File: config.mk
export PLATFORM = sky130hd
export DESIGN_NAME = fpga_uart_led_top
export DESIGN_NICKNAME = d
export VERILOG_FILES = /design/src/rtl/fpga_uart_led_top.sv
export SDC_FILE = /design/constraint.sdc
export NUM_CORES = 1
export LEC_CHECK = 0
export CELL_PAD_IN_SITES_DETAIL_PLACEMENT = 1
export CELL_PAD_IN_SITES_GLOBAL_PLACEMENT = 2
export CORE_AREA = 3 3 94 96
export DETAILED_ROUTE_END_ITERATION = 10
export DIE_AREA = 0 0 97 99
export PLACE_DENSITY = 0.89
export SYNTH_ARGS = -nofsm -noshare
export SYNTH_HDL_FRONTEND = slang
export SYNTH_SLANG_ARGS = --single-unit
File: constraint.sdc
create_clock -name clk -period 6.6 [get_ports clk]
set_clock_uncertainty 0.05 [all_clocks]
set_input_delay 1.65 -clock clk [delete_from_list [all_inputs] [get_ports clk]]
set_output_delay 1.65 -clock clk [all_outputs]
set_load 0.03 [all_outputs]
File: src/rtl/fpga_uart_led_top.sv
// UART (8N1) link to an external controller: each good received byte drives a
// one-hot LED bank from its two LSBs and is echoed back unchanged on tx.
`timescale 1ns/1ps
module fpga_uart_led_top #(
  parameter int CLK_FREQ     = 50_000_000,
  parameter int BAUD         = 9600,
  parameter int CLKS_PER_BIT = CLK_FREQ / BAUD
) (
  input  logic       clk,
  input  logic       rst_n,
  input  logic       rx,
  output logic       tx,
  output logic [3:0] leds
);

  localparam int CW = $clog2(CLKS_PER_BIT + 1);
  localparam logic [CW-1:0] BIT_LAST  = CW'(CLKS_PER_BIT - 1);
  localparam logic [CW-1:0] HALF_LAST = CW'(CLKS_PER_BIT / 2 - 1);
  localparam logic [CW-1:0] CNT_ONE   = CW'(1);

  typedef enum logic [2:0] {RX_IDLE, RX_START, RX_DATA, RX_STOP, RX_WAIT_HIGH} rx_state_e;
  typedef enum logic [1:0] {TX_IDLE, TX_START, TX_DATA, TX_STOP} tx_state_e;

  logic            rx_meta_q, rx_sync_q;
  rx_state_e       rx_state_q, rx_state_d;
  logic [CW-1:0]   rx_cnt_q, rx_cnt_d;
  logic [2:0]      rx_bit_q, rx_bit_d;
  logic [7:0]      rx_shift_q, rx_shift_d;
  logic            rx_valid_q, rx_valid_d;
  logic [3:0]      leds_q, leds_d;
  logic            pend_q, pend_d;
  logic [7:0]      pend_data_q, pend_data_d;
  tx_state_e       tx_state_q, tx_state_d;
  logic [CW-1:0]   tx_cnt_q, tx_cnt_d;
  logic [2:0]      tx_bit_q, tx_bit_d;
  logic [7:0]      tx_shift_q, tx_shift_d;
  logic            tx_q, tx_d;

  // Receiver: half-bit wait qualifies the start bit, then full-bit steps land on bit centres.
  always_comb begin
    // NOTE: every signal gets its default first so no path can infer a latch.
    rx_state_d = rx_state_q;
    rx_cnt_d   = rx_cnt_q;
    rx_bit_d   = rx_bit_q;
    rx_shift_d = rx_shift_q;
    rx_valid_d = 1'b0;
    case (rx_state_q)
      RX_IDLE: if (!rx_sync_q) begin
        rx_state_d = RX_START;
        rx_cnt_d   = '0;
      end
      RX_START: if (rx_cnt_q == HALF_LAST) begin
        rx_cnt_d   = '0;
        rx_bit_d   = '0;
        rx_state_d = rx_sync_q ? RX_IDLE : RX_DATA;
      end else rx_cnt_d = rx_cnt_q + CNT_ONE;
      RX_DATA: if (rx_cnt_q == BIT_LAST) begin
        rx_cnt_d   = '0;
        rx_shift_d = {rx_sync_q, rx_shift_q[7:1]};
        if (rx_bit_q == 3'd7) rx_state_d = RX_STOP;
        else                  rx_bit_d   = rx_bit_q + 3'd1;
      end else rx_cnt_d = rx_cnt_q + CNT_ONE;
      RX_STOP: if (rx_cnt_q == BIT_LAST) begin
        rx_cnt_d = '0;
        if (rx_sync_q) begin
          rx_valid_d = 1'b1;
          rx_state_d = RX_IDLE;
        end else rx_state_d = RX_WAIT_HIGH;
      end else rx_cnt_d = rx_cnt_q + CNT_ONE;
      RX_WAIT_HIGH: if (rx_sync_q) rx_state_d = RX_IDLE;
      default: rx_state_d = RX_IDLE;
    endcase
  end

  always_comb begin
    leds_d = leds_q;
    if (rx_valid_q) leds_d = 4'b0001 << rx_shift_q[1:0];
  end

  // Transmitter plus the single-entry holding register feeding it.
  always_comb begin
    tx_state_d  = tx_state_q;
    tx_cnt_d    = tx_cnt_q;
    tx_bit_d    = tx_bit_q;
    tx_shift_d  = tx_shift_q;
    tx_d        = tx_q;
    pend_d      = pend_q;
    pend_data_d = pend_data_q;
    case (tx_state_q)
      TX_IDLE: begin
        tx_d = 1'b1;
        if (pend_q) begin
          tx_state_d = TX_START;
          tx_d       = 1'b0;
          tx_cnt_d   = '0;
          tx_shift_d = pend_data_q;
          pend_d     = 1'b0;
        end
      end
      TX_START: if (tx_cnt_q == BIT_LAST) begin
        tx_state_d = TX_DATA;
        tx_cnt_d   = '0;
        tx_bit_d   = '0;
        tx_d       = tx_shift_q[0];
      end else tx_cnt_d = tx_cnt_q + CNT_ONE;
      TX_DATA: if (tx_cnt_q == BIT_LAST) begin
        tx_cnt_d = '0;
        if (tx_bit_q == 3'd7) begin
          tx_state_d = TX_STOP;
          tx_d       = 1'b1;
        end else begin
          tx_bit_d   = tx_bit_q + 3'd1;
          tx_shift_d = {1'b0, tx_shift_q[7:1]};
          tx_d       = tx_shift_q[1];
        end
      end else tx_cnt_d = tx_cnt_q + CNT_ONE;
      TX_STOP: if (tx_cnt_q == BIT_LAST) begin
        tx_state_d = TX_IDLE;
        tx_cnt_d   = '0;
      end else tx_cnt_d = tx_cnt_q + CNT_ONE;
      default: tx_state_d = TX_IDLE;
    endcase
    // A fresh byte always wins over a pending one, even on the cycle TX takes it.
    if (rx_valid_q) begin
      pend_d      = 1'b1;
      pend_data_d = rx_shift_q;
    end
  end

  // NOTE: sequential state uses non-blocking assignments so all flops update together.
  always_ff @(posedge clk or negedge rst_n) begin
    if (!rst_n) begin
      rx_meta_q   <= 1'b1;
      rx_sync_q   <= 1'b1;
      rx_state_q  <= RX_IDLE;
      rx_cnt_q    <= '0;
      rx_bit_q    <= '0;
      rx_shift_q  <= '0;
      rx_valid_q  <= 1'b0;
      leds_q      <= '0;
      pend_q      <= 1'b0;
      pend_data_q <= '0;
      tx_state_q  <= TX_IDLE;
      tx_cnt_q    <= '0;
      tx_bit_q    <= '0;
      tx_shift_q  <= '0;
      tx_q        <= 1'b1;
    end else begin
      rx_meta_q   <= rx;
      rx_sync_q   <= rx_meta_q;
      rx_state_q  <= rx_state_d;
      rx_cnt_q    <= rx_cnt_d;
      rx_bit_q    <= rx_bit_d;
      rx_shift_q  <= rx_shift_d;
      rx_valid_q  <= rx_valid_d;
      leds_q      <= leds_d;
      pend_q      <= pend_d;
      pend_data_q <= pend_data_d;
      tx_state_q  <= tx_state_d;
      tx_cnt_q    <= tx_cnt_d;
      tx_bit_q    <= tx_bit_d;
      tx_shift_q  <= tx_shift_d;
      tx_q        <= tx_d;
    end
  end

  assign tx   = tx_q;
  assign leds = leds_q;

endmodule

Yosys cells after proc, flatten, opt, wreduce, memory -nomap -nowiden
Cells that the tools add are included.
- input bits: 3
- RAM bits: 0
- bits in latches: 0
- output and inout port bits: 5
- bits in registers: 70
- memories kept: 0
- word-level logic and storage cells: 107
- ROM bits: 0
- eq/ne operators: 25
- mux-type cells: 44
- bitwise operators: 0
- order comparisons: 0
- divide/modulo/power cells: 0
- reductions and logical operators: 18
- $mul: 0
- $add $sub $neg: 4
- shift-type cells: 1
- operators with widths (kind ; number):
    $mux W13 ; 5
    $mux W3 ; 13
    $pmux W13 S3 ; 1
    $add A13 B1 Y13 const B ; 2
    $eq A13 B13 Y1 const B ; 2
    $ne A2 B2 Y1 const B ; 13
    $pmux W13 S2 ; 1
    $mux W8 ; 3
    $pmux W8 S2 ; 1
    $pmux W3 S5 ; 1
    $eq A13 B12 Y1 const B ; 1
    $mux W2 ; 6
    $pmux W3 S2 ; 2
    $reduce_and A4 Y1 ; 3
    $eq A3 B3 Y1 const B ; 3
    $mux W1 ; 9
    $pmux W2 S4 ; 1
    $reduce_bool A2 Y1 ; 4
    $add A3 B1 Y3 const B ; 2
    $eq A3 B2 Y1 const B ; 2
    $reduce_and A6 Y1 ; 1
    $reduce_bool A3 Y1 ; 2
    $reduce_and A5 Y1 ; 1
    $eq A2 B2 Y1 const B ; 2
    other kinds (10) ; 11

Depth between registers and ports, before layout
Gate-level depths: netlist of the first run.
- depth after elaboration: 4
- mapped depth: 9
- mapped depth without buffers: 7

Worst setup path before layout of the first run
Ideal clock, no wire load.
- path type: register -> output
- start: register tx_q, in the netlist tx
- end: output tx
- path slack: 4.306 ns
- buffers on the path: 0
- cell stages (with the launch flop): 1
- data arrival time: 0.594 ns
- required time: 4.900 ns
- cells stage by stage: dfstp_2
- RTL lines (element ; RTL line ; text):
    from (decl) ; 37 ; logic tx_q, tx_d;
    from (signal assigned) ; 163 ; tx_q <= tx_d;
    to (decl) ; 12 ; output logic tx,
No word-level cell between the ends.

Worst setup path after layout of the first run
- start: register tx_q, in the netlist tx
- end: output tx
No word-level cell between the ends.

==> results of run 1 <==
[layer usage]
| metal | share of wire [%] | vias up | global-route usage, % |
|---|---|---|---|
| li1 | - | 1253 | - |
| met1 | 48 | 1275 | 20.9 |
| met2 | 49 | 20 | 27.8 |
| met3 | 1.9 | 9 | 3.18 |
| met4 | 1.3 | 0 | 5.18 |
| met5 | 0 | - | 0 |
[stage by stage]
stage,utilization [%],setup WS [ns],power [mW]
floorplan,-,4.31,0.439
global placement,44.8,3.74,0.449
detailed placement,44.8,3.74,0.450
CTS,47.1,3.36,0.793
global route,47.1,3.34,0.814
finish,47.1,3.38,0.781
[worst min-delay path by stage]
stage	from	endpoint	slack (ns)	depth (start not counted)
2_1_floorplan	rx_meta_q	rx_sync_q	0.30	0
3_3_place_gp	rx_meta_q	rx_sync_q	0.30	0
3_5_place_dp	rx_meta_q	rx_sync_q	0.30	0
4_1_cts	rx_meta_q	rx_sync_q	0.31	0
5_1_grt	rx_meta_q	rx_sync_q	0.31	0
6_report	rx_meta_q	rx_sync_q	0.31	0
[registers in the layout, summed over array words and instances (netlist names), 2 cells and up]
| register | flops |
|---|---|
| pend_data_q | 8 |
| tx_shift_q | 8 |
| tx_cnt_q | 13 |
| leds | 4 |
| rx_cnt_q | 13 |
| tx_bit_q | 3 |
| rx_bit_q | 3 |
| rx_shift_q | 8 |
| tx_state_q | 2 |
| rx_state_q | 3 |
[cells by family after synthesis]
group           after synthesis
compound gates               82
xor+xnor                      5
fa+ha+maj                    10
buf+inv                      29
flops                        70
mux                          30
simple gates                121
[report_power, final]
| part | switching, mW | total [mW] | leakage [nW] | internal [mW] |
|---|---|---|---|---|
| sequential | 0.000722 | 0.431 | 0.953 | 0.430 |
| clock | 0.154 | 0.340 | 0.0919 | 0.186 |
| combinational | 0.00854 | 0.00982 | 0.693 | 0.00128 |
[cell type report]
type,count,share of cell area [%]
sequential,70,45.8
tap,105,3.43
timing repair buffer,9,2.09
clock buffer,15,4.08
multi-input combinational,248,42.4
inverter,14,1.37
clock inverter,1,0.784
[layout by cell type (no fill, tap or decap), types with 2 or more instances in the layout]
cell / n
a21o_1: 2
a21oi_1: 12
a22o_1: 6
a31oi_1: 9
a41oi_1: 2
and3_1: 3
buf_4: 2
clkbuf_1: 5
clkbuf_8: 10
clkdlybuf4s50_1: 6
dfrtp_1: 67
dfstp_2: 3
ha_1: 10
inv_1: 14
mux2_2: 18
mux2i_1: 11
nand2_1: 38
nand2b_1: 8
nand3_1: 13
nand3b_1: 2
nand4_1: 5
nand4b_1: 3
nor2_1: 29
nor2b_1: 4
nor3_1: 4
nor4_1: 2
o21ai_0: 38
o21ai_1: 2
o31ai_1: 4
xnor2_1: 2
xor2_1: 3
==> run metrics, run 1 <==
Setup CP Type flop to output port; Worst path slowest cell clkdlybuf4s50_1; DP Wirelength 4760 um; Worst R2R Setup Slack 4.12 ns; Clock Latency Late Sink 0.33 ns; result of the run completed; Hold WS 0.311 ns; diodes inserted 0; Vias 2557; Main synth FF type dfrtp_1; Crit path max-delay family buffers and inverters; Hold Crit Class flop to flop; VDD IR max 0.108 mV; # fillers 909; die area 9600 um2; EDFF count, synth 0; GRT overflow 0; Final Non-Filler Cells 462; area of the multi-input gates 1620 um2; Buf+Inv Stages, Crit Path 1; routability cong. 0.780; largest family of logic cells by synthesized area simple AND/OR/NAND/NOR gates; critical path depth 1; synthesized area 3490 um2; worst path arrival time 1.52 ns; Final Max Tran Viols 0; Clock Sink Count 70; Placed Area 3640 um2; Ports 8; initial DRC count 93; Max H-tree Level 3; fin crit period 3.22 ns; Worst Setup EP tx; Crit path required time 4.90 ns; setup violators final 0; Reg2Reg Capture Point tx_shift_q[2]; WL final 7160 um; post-synthesis sequential area ratio 50.3%; core area 8130 um2; Compound-Gate Fraction of Synth Area 14.2%; Yosys top cell by area dfrtp_1; startpoint types flop; reg2reg start tx_state_q[0]; crit path max fanout 2; Die Ht 99 um; syn avg cell area 10.1 um2; clock transition at the registers of the reported paths 0.07 ns; initial antenna violation count 0; nets@finish 365; area grow syn2layout 9.60%; reg2reg path depth 6; Initial Util 42.9%; post-synthesis mux area share 9.38%; Core Rows 33; P per Cell Area 204 nW/um2; Register Area 1760 um2; cts hold-fix bufs 0; Post CTS Setup Buffer Count 0; Yosys cell types 48; clk buf depth 2; yosys synthesis warning count 0; antenna viol nets, final 0; Synth Instances 347; Yosys top cell area share 48.0%; gr usage total 16.3%; Max-Cap Viols 0; via/cell ratio 5.53; f_max 311 MHz; first-pass GRT wire length 13000 um; Area contributors post-synth dfrtp_1 (48%), mux2_2 (5.8%), o21ai_0 (5.4%); max incr delay on CP 0.66 ns; Tcrit/Tclk final 48.8%; CP startpoint tx; Die Width 97 um; Cells after DPL 446; # DRC 0; post-synthesis adder-cell area fraction 3.58%; Hold Vio Cnt, Final 0; Post-synth top cells dfrtp_1 (67), nand2_1 (38), o21ai_0 (38); Inserted Clock Buffers 9; vias in the first global route 2767; Root Buffer clkbuf_8; largest net degree at the start of global routing 71; CP Capture Type output port; leakage power total 1.74 nW; most frequent cell after synthesis dfrtp_1; Initial DRT Pass Iterations 4; Port Buf Inserts 7; Final Cell Area 3830 um2; setup TNS 0 ns; RSZ-0062 raised after global routing false; #FFs+latches synth 70; Worst Max-Slew Pin Slew 0.974 ns; worst rel slew slack 34.7%; Synth async-reset ratio 100%; layout cells sized above 1 11.8%; worst-path cell chain clkdlybuf4s50_1; Syn Nets 360; routed len/inst 15.5 um; TritonCTS clock tree built; xor and xnor fraction of the mapped netlist area 1.25%; Post-CTS Resized 0; post-synthesis simple-gate area fraction 18.0%
No activity file was read; power rests on OpenSTA's default activity.
==> run 2: changes to the inputs <==
--- a/config.mk
+++ b/config.mk
@@ -7,10 +7,10 @@
 export LEC_CHECK = 0
 export CELL_PAD_IN_SITES_DETAIL_PLACEMENT = 1
 export CELL_PAD_IN_SITES_GLOBAL_PLACEMENT = 2
-export CORE_AREA = 3 3 94 96
+export CORE_AREA = 3 3 102 104
 export DETAILED_ROUTE_END_ITERATION = 10
-export DIE_AREA = 0 0 97 99
-export PLACE_DENSITY = 0.89
+export DIE_AREA = 0 0 105 107
+export PLACE_DENSITY = 0.81
 export SYNTH_ARGS = -nofsm -noshare
 export SYNTH_HDL_FRONTEND = slang
 export SYNTH_SLANG_ARGS = --single-unit
==> constraint.sdc (replaced) <==
create_clock -name clk -period 2.6 [get_ports clk]
set_clock_uncertainty 0.05 [all_clocks]
set_input_delay 0.65 -clock clk [delete_from_list [all_inputs] [get_ports clk]]
set_output_delay 0.65 -clock clk [all_outputs]
set_load 0.03 [all_outputs]
==> run metrics, run 2 (same netlist as run 1, synthesis figures left out) <==
Setup CP Type flop to flop (was flop to output port); max incr delay on CP 0.43 ns (was 0.66 ns); result of the run completed (unchanged); Ports 8 (unchanged); most common cell after layout, fill and taps aside dfrtp_1 (unchanged); Int Power 1.64 mW (was 618 uW); gr usage total 14.5% (was 16.3%); Worst path slowest cell dfrtp_1 (was clkdlybuf4s50_1); DP Wirelength 4970 um (was 4760 um); P per Cell Area 525 nW/um2 (was 204 nW/um2); Comb power frac 1.3% (about the same); Vias 2557 (unchanged); worst path arrival time 2.53 ns (was 1.52 ns); Worst Max-Slew Pin Slew 0.654 ns (was 0.974 ns); RSZ-0062 raised after global routing false (unchanged); die area 11200 um2 (was 9600 um2); Post CTS Setup Buffer Count 0 (unchanged); Clock Sink Count 70 (unchanged); Hold Crit Class input port to asynchronous set/reset pin (was flop to flop); largest net degree at the start of global routing 71 (unchanged); largest registers rx_cnt_q: 13 flops, tx_cnt_q: 13 flops (unchanged); Net Sw Power 422 uW (was 163 uW); Initial Util 36.2% (was 42.9%); diodes inserted 0 (unchanged); leakage power total 1.76 nW (was 1.74 nW); Sw Ratio 20.5% (was 20.9%); f_max 419 MHz; initial DRC count 86 (was 93); commonest non-fill, non-tap cells in the layout dfrtp_1 (67), nand2_1 (38), o21ai_0 (38) (unchanged); Core Rows 36 (was 33); core area 9640 um2 (was 8130 um2); startpoint types flop (unchanged); Inserted Clock Buffers 9 (unchanged); first-pass GRT wire length 13200 um (was 13000 um); sequential share of power 53.1% (was 55.2%); Clk pwr share 45.6% (was 43.6%); cts hold-fix bufs 0 (unchanged); Post-CTS Resized 0 (unchanged); Root Buffer clkbuf_8 (unchanged); Initial DRT Pass Iterations 4 (unchanged); TritonCTS clock tree built (unchanged); initial antenna violation count 0 (unchanged); GRT overflow 0 (unchanged); Die Width 105 um (was 97 um); Clock Latency Late Sink 0.34 ns (was 0.33 ns); area grow syn2layout 12.2% (was 9.60%); setup TNS 0 ns (unchanged); WL final 7240 um (was 7160 um); final core occ 40.7% (was 47.1%); VDD IR max 0.297 mV (was 0.108 mV); worst-path cell chain ha_1, or3b_4, nand4b_1, o2bb2ai_1, buf_4, a41oi_1, a31oi_1 (was clkdlybuf4s50_1); routed len/inst 14.7 um (was 15.5 um); clock transition at the registers of the reported paths 0.08 ns (was 0.07 ns); crit path max fanout 12 (was 2); Hold Vio Cnt, Final 0 (unchanged); Crit path required time 2.74 ns (was 4.90 ns); layout cells sized above 1 13.1% (was 11.8%); Max H-tree Level 3 (unchanged); via/cell ratio 5.19 (was 5.53); Port Buf Inserts 7 (unchanged); Die Ht 107 um (was 99 um); slack of the critical path 0.216 ns (was 3.38 ns); vias in the first global route 2722 (was 2767); # fillers 1115 (was 909); setup violators final 0 (unchanged); CP Capture Type flop (was output port); worst rel slew slack 56.0% (was 34.7%); # DRC 0 (unchanged); Tcrit/Tclk final 91.7%; clk buf depth 2 (unchanged); dpl ws 0.193 ns (was 3.74 ns); nets@finish 368 (was 365); Final Max Tran Viols 0 (unchanged); antenna viol nets, final 0 (unchanged); fin crit period 2.38 ns; routability cong. 0.789 (was 0.780); Max-Cap Viols 0 (unchanged); overall power 2.06 mW (was 781 uW)
==> run 2: cell types whose count changed in the layout (fill, tap and decap cells not counted), sizes merged <==
cell,before,now
bufinv,1,2
clkinv,0,1
buf,3,6
clkbuf,15,12
clkinvlp,0,1
==> run 2: critical path, delay by kind of cell (launching register included) <==
family	cells	cell delay (ns)
flip-flops	1	0.43
adder cells (fa/ha/maj)	1	0.24
AO/OA/AOI/OAI	3	0.56
AND/OR/NAND/NOR	2	0.69
buffers and inverters	1	0.25
==> run 2: final timing paths <==
| check | to | start | cells past startpoint | slack, ns |
|---|---|---|---|---|
| worst max-delay path | rx_cnt_q[12] | rx_cnt_q[0] | 7 | 0.22 |
| worst min-delay path | tx_bit_q[0] | rst_n | 2 | 0.27 |
| worst max register to register | rx_cnt_q[12] | rx_cnt_q[0] | 7 | 0.22 |
| worst min register to register | rx_sync_q | rx_meta_q | 0 | 0.31 |
| max in group asynchronous | rx_meta_q | rst_n | 2 | 1.88 |
| min in group clk | rx_sync_q | rx_meta_q | 0 | 0.31 |
==> run 2: power groups by stage <==
stage	combinational (mW)	sequential [mW]	clock, mW
2_1_floorplan	0.000956	1.11	0
3_3_place_gp	0.0293	1.11	0
3_5_place_dp	0.0298	1.11	0
4_1_cts	0.0297	1.09	0.979
5_1_grt	0.0324	1.09	1.02
6_report	0.0274	1.09	0.938
==> run 2: cell type report <==
class                           instances  area [um2]  share of cell area, %
Sequential cell                        70        1760                   44.8
Multi-Input combinational cell        248        1620                   41.4
Tap cell                              133         166                   4.25
Clock buffer                           12         135                   3.45
Timing Repair Buffer                   12         115                   2.94
Clock inverter                          4        72.6                   1.85
Inverter                               14        52.6                   1.34
==> run 2: metal layers <==
| metal | wire length (um) | global-route usage, % |
|---|---|---|
| met1 | 3420 | 17.9 |
| met2 | 3540 | 24.7 |
| met5 | 0 | 0 |
| met3 | 161 | 3.31 |
| met4 | 116 | 5.62 |
==> run 2: through the flow <==
stage	cells	hold slack (ns)	area (um2)
2_1_floorplan	347	0.295	3490
5_1_grt	493	0.293	3920
6_report	493	0.268	3920
4_1_cts	493	0.276	3920
3_3_place_gp	477	0.301	3710
3_5_place_dp	477	0.298	3710
